===== config.mk =====
export PLATFORM = sky130hd
export DESIGN_NAME = if_fetch_stage
export DESIGN_NICKNAME = d
export VERILOG_FILES = /design/src/rtl/if_fetch_stage.sv
export SDC_FILE = /design/constraint.sdc
export NUM_CORES = 1
export LEC_CHECK = 0
export ABC_AREA = 1
export CAP_MARGIN = 10
export CORE_MARGIN = 2
export CORE_UTILIZATION = 43
export DETAILED_ROUTE_END_ITERATION = 10
export PLACE_DENSITY = 0.82
export SYNTH_ARGS = -nofsm -noshare
export SYNTH_HDL_FRONTEND = slang
export SYNTH_SLANG_ARGS = --single-unit

===== constraint.sdc =====
create_clock -name clk -period 5.1 [get_ports clk]
set_clock_uncertainty 0.2 [all_clocks]
set_input_delay 0.51 -clock clk [delete_from_list [all_inputs] [get_ports clk]]
set_output_delay 0.51 -clock clk [all_outputs]
set_load 0.1 [all_outputs]

===== src/rtl/if_fetch_stage.sv =====
// MIPS instruction-fetch stage: PC register, next-PC select and the IF/ID pipeline register.
// Optional IF_PERF_CNT_EN adds stall_cnt / flush_cnt performance counters.
//
// state | meaning
// BOOT  | first edge after reset: fetch RESET_PC unconditionally, ignore stall/flush
// RUN   | normal fetch under hazard-unit stall and ID-stage redirect control
module if_fetch_stage #(
  parameter logic [31:0] RESET_PC = 32'h0000_0000,
  parameter int          PC_W     = 32,
  parameter int          INST_W   = 32
) (
  input  logic              clk,
  input  logic              rst,
  input  logic              pc_write,
  input  logic              IF_ID_write,
  input  logic              flush,
  input  logic [1:0]        pc_src,
  input  logic [PC_W-1:0]   branch_target,
  input  logic [PC_W-1:0]   jump_target,
  input  logic [PC_W-1:0]   jr_target,
  input  logic [INST_W-1:0] imem_inst,
  output logic [PC_W-1:0]   imem_addr,
  output logic [INST_W-1:0] if_id_inst,
  output logic [PC_W-1:0]   if_id_pc4,
`ifdef IF_PERF_CNT_EN
  output logic [31:0]       stall_cnt,
  output logic [31:0]       flush_cnt,
`endif
  output logic              if_id_valid
);

  typedef enum logic {BOOT = 1'b0, RUN = 1'b1} state_t;

  state_t            state, state_nxt;
  logic [PC_W-1:0]   pc, pc_nxt, pc4;
  logic [INST_W-1:0] inst_nxt;
  logic [PC_W-1:0]   pc4_nxt;
  logic              valid_nxt;

  assign pc4       = pc + PC_W'(4);
  assign imem_addr = pc;

  always_ff @(posedge clk or posedge rst) begin
    if (rst) begin
      state       <= BOOT;
      pc          <= PC_W'(RESET_PC);
      if_id_inst  <= '0;
      if_id_pc4   <= '0;
      if_id_valid <= 1'b0;
    end else begin
      state       <= state_nxt;
      pc          <= pc_nxt;
      if_id_inst  <= inst_nxt;
      if_id_pc4   <= pc4_nxt;
      if_id_valid <= valid_nxt;
    end
  end

  always_comb begin
    state_nxt = state;
    pc_nxt    = pc;
    inst_nxt  = if_id_inst;
    pc4_nxt   = if_id_pc4;
    valid_nxt = if_id_valid;
    case (state)
      BOOT: begin
        pc_nxt    = pc4;
        inst_nxt  = imem_inst;
        pc4_nxt   = pc4;
        valid_nxt = 1'b1;
        state_nxt = RUN;
      end
      default: begin
        // A stalled redirect is dropped; ID re-resolves it next cycle.
        if (pc_write) begin
          case (pc_src)
            2'b01:   pc_nxt = branch_target;
            2'b10:   pc_nxt = jump_target;
            2'b11:   pc_nxt = jr_target;
            default: pc_nxt = pc4;
          endcase
        end
        if (IF_ID_write) begin
          pc4_nxt = pc4;
          if (flush) begin
            inst_nxt  = '0;
            valid_nxt = 1'b0;
          end else begin
            inst_nxt  = imem_inst;
            valid_nxt = 1'b1;
          end
        end
      end
    endcase
  end

`ifdef IF_PERF_CNT_EN
  always_ff @(posedge clk or posedge rst) begin
    if (rst) begin
      stall_cnt <= '0;
      flush_cnt <= '0;
    end else if (state == RUN) begin
      if (!pc_write)
        stall_cnt <= stall_cnt + 32'd1;
      if (flush && IF_ID_write)
        flush_cnt <= flush_cnt + 32'd1;
    end
  end
`endif

endmodule


==> results of run 1 <==
==> Yosys cell counts (2+ instances only) <==
cell type	number	area (um2)
a21oi_1	24	120.1
a31oi_1	18	112.6
and2_1	2	12.51
buf_1	2	7.510
buf_2	18	90.09
buf_4	3	22.52
clkbuf_1	15	56.30
dfrtp_1	98	2452
inv_1	33	123.9
inv_2	5	18.77
nand2_1	353	1325
nand2_2	2	12.51
nand3_1	85	425.4
nand3b_1	3	22.52
nand4_1	7	43.79
nor2_1	59	221.5
nor2_2	8	50.05
nor2_4	3	33.78
nor3_1	2	10.01
o211ai_1	3	22.52
o21ai_0	18	90.09
o21ai_1	11	55.05
o22ai_1	2	12.51
xor2_1	6	52.55
==> power by group <==
| group | internal, mW | switching, mW |
|---|---|---|
| clock network | 0.366 | 0.308 |
| logic | 0.393 | 1.21 |
| registers | 0.895 | 0.114 |
==> per-layer routing <==
layer | share of wire (%) | vias up | global-route usage [%]
li1 | - | 2935 | -
met1 | 42 | 2734 | 35.48
met2 | 46 | 302 | 46.12
met3 | 9.9 | 30 | 6.850
met4 | 2.2 | 0 | 7.937
met5 | 0 | - | 0
==> worst register-to-register path: cells and delay by family, from the launching register on <==
family | cells | cell delay, ps
AND/OR/NAND/NOR | 3 | 460
flip-flops | 1 | 460
buffers and inverters | 2 | 1010
==> state kept, by name, indices dropped and copies added, names as in the netlist <==
signal       cells
if_id_inst      32
if_id_pc4       32
if_id_valid      1
imem_addr       32
state            1
==> cell type report <==
class                      count  area (um2)
timing repair buffer         237        2361
inverter                      38       145.1
fill                        1130        4337
clock buffer                  11       252.7
tap                          172       215.2
sequential                    98        2452
clock inverter                 5       46.29
multi-input combinational    610        2656
==> per-stage QoR <==
| step | power, mW | cell area [um2] | std cells | utilization (%) | setup WS [ps] |
|---|---|---|---|---|---|
| final | 3.281 | 8129 | 1171 | 65.21 | 2352 |
| after global routing | 3.410 | 8129 | 1171 | 65.21 | 2328 |
| after CTS | 3.292 | 8118 | 1170 | 65.12 | 2369 |
| after detailed placement | 2.616 | 7819 | 1154 | 62.72 | 2144 |
| after global placement | 2.602 | 7819 | 1154 | 62.72 | 2206 |
| after floorplan | 2.147 | 5428 | 784 | - | 1828 |
==> worst min path at each step <==
| stage | start | to | slack, ps |
|---|---|---|---|
| global placement | if_id_inst[24] | if_id_inst[24] | 260 |
| global route | if_id_inst[14] | if_id_inst[14] | 300 |
| CTS | if_id_inst[14] | if_id_inst[14] | 280 |
| floorplan | imem_addr[0] | if_id_pc4[0] | 330 |
| detailed placement | if_id_inst[14] | if_id_inst[14] | 260 |
| finish | if_id_inst[0] | if_id_inst[0] | 280 |
==> cell families after synthesis <==
family | Yosys count | synth area share (%)
and+or+nand+nor | 524 | 39.74
DFF | 98 | 45.18
AOI/OAI and AO/OA | 77 | 7.769
buffers and inverters | 76 | 5.878
xor gates and xnor gates | 7 | 1.130
adders and majority gates | 1 | 0.2305
other | 1 | 0.06909
==> run summary, run 1 <==
synth warn - 0
CTS Sinks - 98
async set-reset flop share out of synthesis - 100.0%
Crit Path Max Fanout - 6
Root Driver - clkbuf_16
initial antenna violation count - 0
final net count - 1130
setup TNS - 0 ps
Final Hold Fails - 0
main flop type after synthesis - dfrtp_1
Pins Over Slew Limit - 0
crit path to - imem_addr[20]
wire per inst - 15.68 um
via count - 6001
CP Launch Type - flop
syn_area_per_cell - 6.923 um2
post_cts resized - 0
Final Cycle Share - 53.88%
CORE AREA - 0.01247 mm2
cell row count - 41
CTS tree - built
Die ar. - 0.01354 mm2
Power Dens Cells - 403.7 mW/mm2
GRT Total Usage - 27.51%
Synth cell types - 28
initial core utilization - 43.54%
cts-stage hold buffer count - 0
HP Class - reg -> reg
Setup crit start - imem_addr[20]
CP Capture Type - output pin
Crit path depth - 1
CTS Buf Count - 9
# port buffers - 231
final WL - 18370 um
R2R Setup Slk - 2900 ps
hold path cells - 2
Mapped Nets - 920
Starting DRT DRC Count - 463
die extent in x - 116.4 um
Max transition margin - 18.32%
R2R cell count - 5
Critical Path Max Stage Delay - 1200 ps
clk_lat worst skew - 340 ps
I/O pin total - 232
Post-DP HPWL - 13660 um
drt pass-1 iters - 5
commonest non-fill, non-tap cells in the layout - nand2_1, clkdlybuf4s50_1, dfrtp_1
global-route wire length before repair - 29030 um
fmax - 363.9 MHz
layout cells sized above 1 - 4.204%
crit path cell chain - clkdlybuf4s50_1
critical path required time - 4390 ps
unrepaired setup endpoints after global routing - no
largest net degree at the start of global routing - 69
max cap viols - 0
GP Congestion - 0.9099
Clock Pin Slew Worst Setup and Hold Paths - 70 ps
Worst Tran Pin Value - 1225 ps
CTS H-tree lvls - 3
outcome - finished, final reports clean
Remaining DRCs - 0
Post-synth EDFFs - 0
post-CTS repair timing setup buffer count - 0
Antenna Violating Nets Remaining - 0
Static Leakage - 3.660 nW
CP bufs+invs - 1
Area Growth Syn to Fin - 49.77%
Worst IR Drop VDD - 0.1739 mV
synthesized flop and latch total - 98
Synth Cell Area - 0.005428 mm2
Worst R2R Start - state
Mapped Cells - 784
Die H - 116.4 um
arrival time of the worst setup path - 2040 ps
via count of the first global-routing pass - 5787
grt total ovfl - 0
fin crit period - 2748 ps
clk buf depth - 2
hold_ws - 277.6 ps
commonest non-fill, non-tap cell in the layout - nand2_1
Antenna diodes - 0
Slowest cell on crit path - clkdlybuf4s50_1
crit path kind - reg -> out
RR Endpoint - if_id_inst[0]
final setup fails - 0
Seq/Total Area, Yosys - 45.18%
Vias/cell - 5.125
Top delay family on crit path - buffers and inverters
(Power assumes the default switching activity.)
==> inputs of run 2 (changes only) <==
==> constraint.sdc (replaced) <==
create_clock -name clk -period 2.9 [get_ports clk]
set_clock_uncertainty 0.2 [all_clocks]
set_input_delay 0.29 -clock clk [delete_from_list [all_inputs] [get_ports clk]]
set_output_delay 0.29 -clock clk [all_outputs]
set_load 0.1 [all_outputs]
==> run summary, run 2 (synthesis gave the netlist of run 1 again) <==
clk buf depth - 2 (unchanged)
HP Class - in -> async (was reg -> reg)
Antenna diodes - 0 (unchanged)
commonest non-fill, non-tap cell in the layout - nand2_1 (unchanged)
CTS H-tree lvls - 3 (unchanged)
post_cts resized - 0 (unchanged)
setup TNS - 0 ps (unchanged)
Final Cycle Share - 68.63%
arrival time of the worst setup path - 2000 ps (was 2040 ps)
global-route wire length before repair - 28640 um (was 29030 um)
CTS Sinks - 98 (unchanged)
switching power - 2.835 mW (was 1.628 mW)
switching portion of total power - 48.58% (was 49.62%)
critical path required time - 2910 ps (was 4390 ps)
Post-DP HPWL - 14080 um (was 13660 um)
Clk network pwr share - 22.6% (was 20.5%)
Final Worst Setup Slack - 909.7 ps (was 2352 ps)
unrepaired setup endpoints after global routing - no (unchanged)
Clock Pin Slew Worst Setup and Hold Paths - 70 ps (about the same)
Worst Tran Pin Value - 699.2 ps (was 1225 ps)
Reg power frac - 30.4% (was 30.7%)
Max transition margin - 53.33% (was 18.32%)
layout cells sized above 1 - 14.41% (was 4.204%)
clk_lat worst skew - 340 ps (about the same)
Static Leakage - 3.818 nW (was 3.660 nW)
fmax - 502.4 MHz
I/O pin total - 232 (unchanged)
cell row count - 41 (unchanged)
Placed Instances - 1162 (was 1154)
Root Driver - clkbuf_16 (unchanged)
# port buffers - 231 (unchanged)
Comb power frac - 47.0% (was 48.7%)
post-CTS repair timing setup buffer count - 0 (unchanged)
Pint - 3.000 mW (was 1.653 mW)
final WL - 18430 um (was 18370 um)
final setup fails - 0 (unchanged)
cts-stage hold buffer count - 0 (unchanged)
grt total ovfl - 0 (unchanged)
Die ar. - 0.01354 mm2 (unchanged)
GP Congestion - 0.9057 (was 0.9099)
largest net degree at the start of global routing - 91 (was 69)
CP Launch Type - primary input (was flop)
Starting DRT DRC Count - 575 (was 463)
GRT Total Usage - 27.27% (was 27.51%)
Die H - 116.4 um (unchanged)
final net count - 1137 (was 1130)
Final Hold Fails - 0 (unchanged)
Crit Path Max Fanout - 23 (was 6)
crit path kind - in -> reg (was reg -> out)
Area Growth Syn to Fin - 47.03% (was 49.77%)
post-place setup slack - 580.8 ps (was 2144 ps)
fin crit period - 1990 ps
via count - 6123 (was 6001)
Pins Over Slew Limit - 0 (unchanged)
Vias/cell - 5.198 (was 5.125)
CORE AREA - 0.01247 mm2 (unchanged)
via count of the first global-routing pass - 5587 (was 5787)
Power Dens Cells - 731.2 mW/mm2 (was 403.7 mW/mm2)
Final Non-Filler Cells - 1178 (was 1171)
initial antenna violation count - 0 (unchanged)
Remaining DRCs - 0 (unchanged)
die extent in x - 116.4 um (unchanged)
commonest non-fill, non-tap cells in the layout - nand2_1, clkdlybuf4s50_1, buf_4 (was nand2_1, clkdlybuf4s50_1, dfrtp_1)
total power - 5.835 mW (was 3.281 mW)
Worst IR Drop VDD - 0.3081 mV (was 0.1739 mV)
max cap viols - 0 (unchanged)
wire per inst - 15.65 um (was 15.68 um)
CTS Buf Count - 9 (unchanged)
initial core utilization - 43.54% (unchanged)
Antenna Violating Nets Remaining - 0 (unchanged)
outcome - finished, final reports clean (unchanged)
Filler cells - 1135 (was 1130)
CTS tree - built (unchanged)
CP Capture Type - flop (was output pin)
hold_ws - 20.70 ps (was 277.6 ps)
drt pass-1 iters - 5 (unchanged)
-- run 2: critical path, cell delays in order --
cell and delay, ps:
clkdlybuf4s50_1 590, nor2_1 130, nor2_4 460, nand3_1 150
a21oi_1 150, nor2_1 70, nand2_1 80, o21ai_1 60
-- run 2: area by class of cell --
cell class | instances | area, um2 | area share, %
repair buffers | 244 | 2180 | 27.31
flip-flops and latches | 98 | 2452 | 30.73
well taps | 172 | 215.2 | 2.697
inverters | 38 | 146.4 | 1.834
clock inverters | 4 | 73.82 | 0.9251
clock buffers | 12 | 256.5 | 3.214
multi-input cells | 610 | 2656 | 33.29
-- run 2: routing by layer --
metal / GRT usage (%) / share of wire, %
met5: 0 / 0
met4: 9.524 / 3.0
met2: 43.45 / 45
met3: 6.175 / 9.5
met1: 36.81 / 42
-- run 2: metrics by stage --
step	instance area, um2	util (%)
2_1_floorplan	5431	-
3_3_place_gp	7650	61.37
3_5_place_dp	7650	61.37
4_1_cts	7980	64.02
5_1_grt	7980	64.02
6_report	7980	64.02
-- run 2: power by group through the flow --
stage	sequential, mW	combinational (mW)	clock (mW)
6_report	1.78	2.74	1.32
2_1_floorplan	3.24	0.532	0
5_1_grt	1.80	2.87	1.39
3_5_place_dp	1.79	2.74	0
4_1_cts	1.77	2.75	1.34
3_3_place_gp	1.79	2.72	0
-- run 2: final timing paths --
check	from	endpoint	slack, ps	cells after the start
min in group clk	if_id_inst[21]	if_id_inst[21]	280	2
worst max-delay path	pc_src[0]	imem_addr[17]	910	8
max in group asynchronous	rst	if_id_pc4[19]	1760	3
worst min register to register	if_id_inst[21]	if_id_inst[21]	280	2
worst min-delay path	rst	if_id_inst[26]	20	2
worst max register to register	imem_addr[2]	imem_addr[22]	930	10
==> inputs of run 3 (changes only) <==
--- a/config.mk
+++ b/config.mk
@@ -8,9 +8,9 @@
 export ABC_AREA = 1
 export CAP_MARGIN = 10
 export CORE_MARGIN = 2
-export CORE_UTILIZATION = 43
+export CORE_UTILIZATION = 39
 export DETAILED_ROUTE_END_ITERATION = 10
-export PLACE_DENSITY = 0.82
+export PLACE_DENSITY = 0.79
 export SYNTH_ARGS = -nofsm -noshare
 export SYNTH_HDL_FRONTEND = slang
 export SYNTH_SLANG_ARGS = --single-unit
==> constraint.sdc (replaced) <==
create_clock -name clk -period 1.65 [get_ports clk]
set_clock_uncertainty 0.2 [all_clocks]
set_input_delay 0.165 -clock clk [delete_from_list [all_inputs] [get_ports clk]]
set_output_delay 0.165 -clock clk [all_outputs]
set_load 0.1 [all_outputs]
==> run summary, run 3 (synthesis gave the netlist of run 1 again) <==
outcome - finished, violations left (was finished, final reports clean)
failing checks - setup timing
CTS Buf Count - 9 (unchanged)
total power - 11.82 mW (was 5.835 mW)
grt total ovfl - 0 (unchanged)
Static Leakage - 4.727 nW (was 3.818 nW)
critical path required time - 1740 ps (was 2910 ps)
final setup fails - 34 (was 0)
clk buf depth - 2 (unchanged)
Remaining DRCs - 0 (unchanged)
switching power - 5.556 mW (was 2.835 mW)
arrival time of the worst setup path - 1890 ps (was 2000 ps)
final WL - 21380 um (was 18430 um)
Post-DP HPWL - 16090 um (was 14080 um)
Final Worst Setup Slack - -147.1 ps (was 909.7 ps)
Setup crit start - imem_addr[5] (was pc_src[0])
R2R Setup Slk - -150 ps (was 930 ps)
Pins Over Slew Limit - 0 (unchanged)
Final Hold Fails - 0 (unchanged)
commonest non-fill, non-tap cells in the layout - nand2_1, clkdlybuf4s50_1, buf_12 (was nand2_1, clkdlybuf4s50_1, buf_4)
Reg power frac - 27.8% (was 30.4%)
Power Dens Cells - 1144 mW/mm2 (was 731.2 mW/mm2)
unrepaired setup endpoints after global routing - yes (was no)
Worst R2R Start - imem_addr[5] (was imem_addr[2])
Die ar. - 0.01488 mm2 (was 0.01354 mm2)
placed cell area - 0.009599 mm2 (was 0.007650 mm2)
crit path kind - reg -> reg (was in -> reg)
post-route cell area - 0.01034 mm2 (was 0.007980 mm2)
R2R cell count - 8 (was 10)
max cap viols - 0 (unchanged)
Starting DRT DRC Count - 475 (was 575)
CTS tree - built (unchanged)
Antenna diodes - 0 (unchanged)
wire per inst - 16.85 um (was 15.65 um)
commonest non-fill, non-tap cell in the layout - nand2_1 (unchanged)
Die H - 122.0 um (was 116.4 um)
I/O pin total - 232 (unchanged)
drt pass-1 iters - 5 (unchanged)
# port buffers - 231 (unchanged)
final net count - 1220 (was 1137)
fin crit period - 1797 ps
setup TNS - -2089 ps (was 0 ps)
CP Launch Type - flop (was primary input)
Area Growth Syn to Fin - 90.48% (was 47.03%)
HP Class - in -> async (unchanged)
layout cells sized above 1 - 30.95% (was 14.41%)
initial core utilization - 39.56% (was 43.54%)
Final Cycle Share - 108.9%
GRT Total Usage - 28.95% (was 27.27%)
Clock Pin Slew Worst Setup and Hold Paths - 70 ps (about the same)
initial antenna violation count - 0 (unchanged)
post-place setup slack - -291.1 ps (was 580.8 ps)
Pint - 6.268 mW (was 3.000 mW)
CP Capture Type - flop (unchanged)
Root Driver - clkbuf_16 (unchanged)
CORE AREA - 0.01372 mm2 (was 0.01247 mm2)
fmax - 556.5 MHz
cell row count - 43 (was 41)
GP Congestion - 0.9657 (was 0.9057)
global-route wire length before repair - 33310 um (was 28640 um)
via count - 6553 (was 6123)
via count of the first global-routing pass - 6789 (was 5587)
Comb power frac - 55.0% (was 47.0%)
switching portion of total power - 46.99% (was 48.58%)
Clk network pwr share - 17.2% (was 22.6%)
die extent in x - 122.0 um (was 116.4 um)
CTS Sinks - 98 (unchanged)
clk_lat worst skew - 350 ps (was 340 ps)
Placed Instances - 1234 (was 1162)
RR Endpoint - imem_addr[25] (was imem_addr[22])
CTS H-tree lvls - 3 (unchanged)
Final Non-Filler Cells - 1269 (was 1178)
Vias/cell - 5.164 (was 5.198)
largest net degree at the start of global routing - 59 (was 91)
crit path to - imem_addr[25] (was imem_addr[17])
Crit Path Max Fanout - 7 (was 23)
Worst IR Drop VDD - 0.8439 mV (was 0.3081 mV)
Antenna Violating Nets Remaining - 0 (unchanged)
-- run 3: worst min-delay path by stage --
stage	startpoint	endpoint	slack (ps)
6_report	rst	state	50
5_1_grt	rst	if_id_inst[22]	100
4_1_cts	rst	state	70
3_5_place_dp	if_id_valid	if_id_valid	330
3_3_place_gp	if_id_inst[8]	if_id_inst[8]	330
2_1_floorplan	imem_inst[0]	if_id_inst[0]	100
-- run 3: metal layers --
metal | wire [um] | vias to the layer above | GRT usage, %
met3 | 1833 | 75 | 8.006
li1 | - | 3109 | -
met1 | 7897 | 3028 | 32.86
met2 | 10660 | 341 | 50.80
met4 | 991 | 0 | 12.72
met5 | 0 | - | 0
-- run 3: power groups by stage --
stage                     Combinational (mW)  Sequential [mW]  Clock, mW
final                                   6.50             3.29       2.03
after global routing                    6.77             3.34       2.15
after CTS                               6.37             3.29       2.04
after detailed placement                6.25             3.32          0
after global placement                  6.20             3.31          0
after floorplan                        0.959             5.75          0
-- run 3: metrics by stage --
stage               util (%)  hold WS, ps
global placement       69.97        325.0
CTS                    73.36        68.32
finish                 75.36        53.18
floorplan                  -        102.7
detailed placement     69.97        328.5
global route           75.36        98.65
-- run 3: final cells by class --
type                    instances  area (um2)
repair buffers                327        4173
fillers                       962        3381
multi-input cells             610        3028
flip-flops and latches         98        2489
clock buffers                  10       229.0
well taps                     180       225.2
inverters                      38       146.4
clock inverters                 6       48.80
-- run 3: worst max-delay path, stage by stage (launching register included) --
cell	delay (ps)
dfrtp_2	400
nand2_1	130
nor2_2	190
nand2_4	150
nor2_4	210
nand3_1	180
nand3_2	150
nand2_1	60
nand2_1	50
-- run 3: repair_timing --
| action | in CTS | in global routing |
|---|---|---|
| resized for setup | 37 | 48 |
| hold buffers | 0 | 0 |
| setup endpoints to repair | 44 | 51 |
| setup buffers | 6 | 13 |
| pin swaps | 12 | 18 |
| cloned | 0 | 0 |
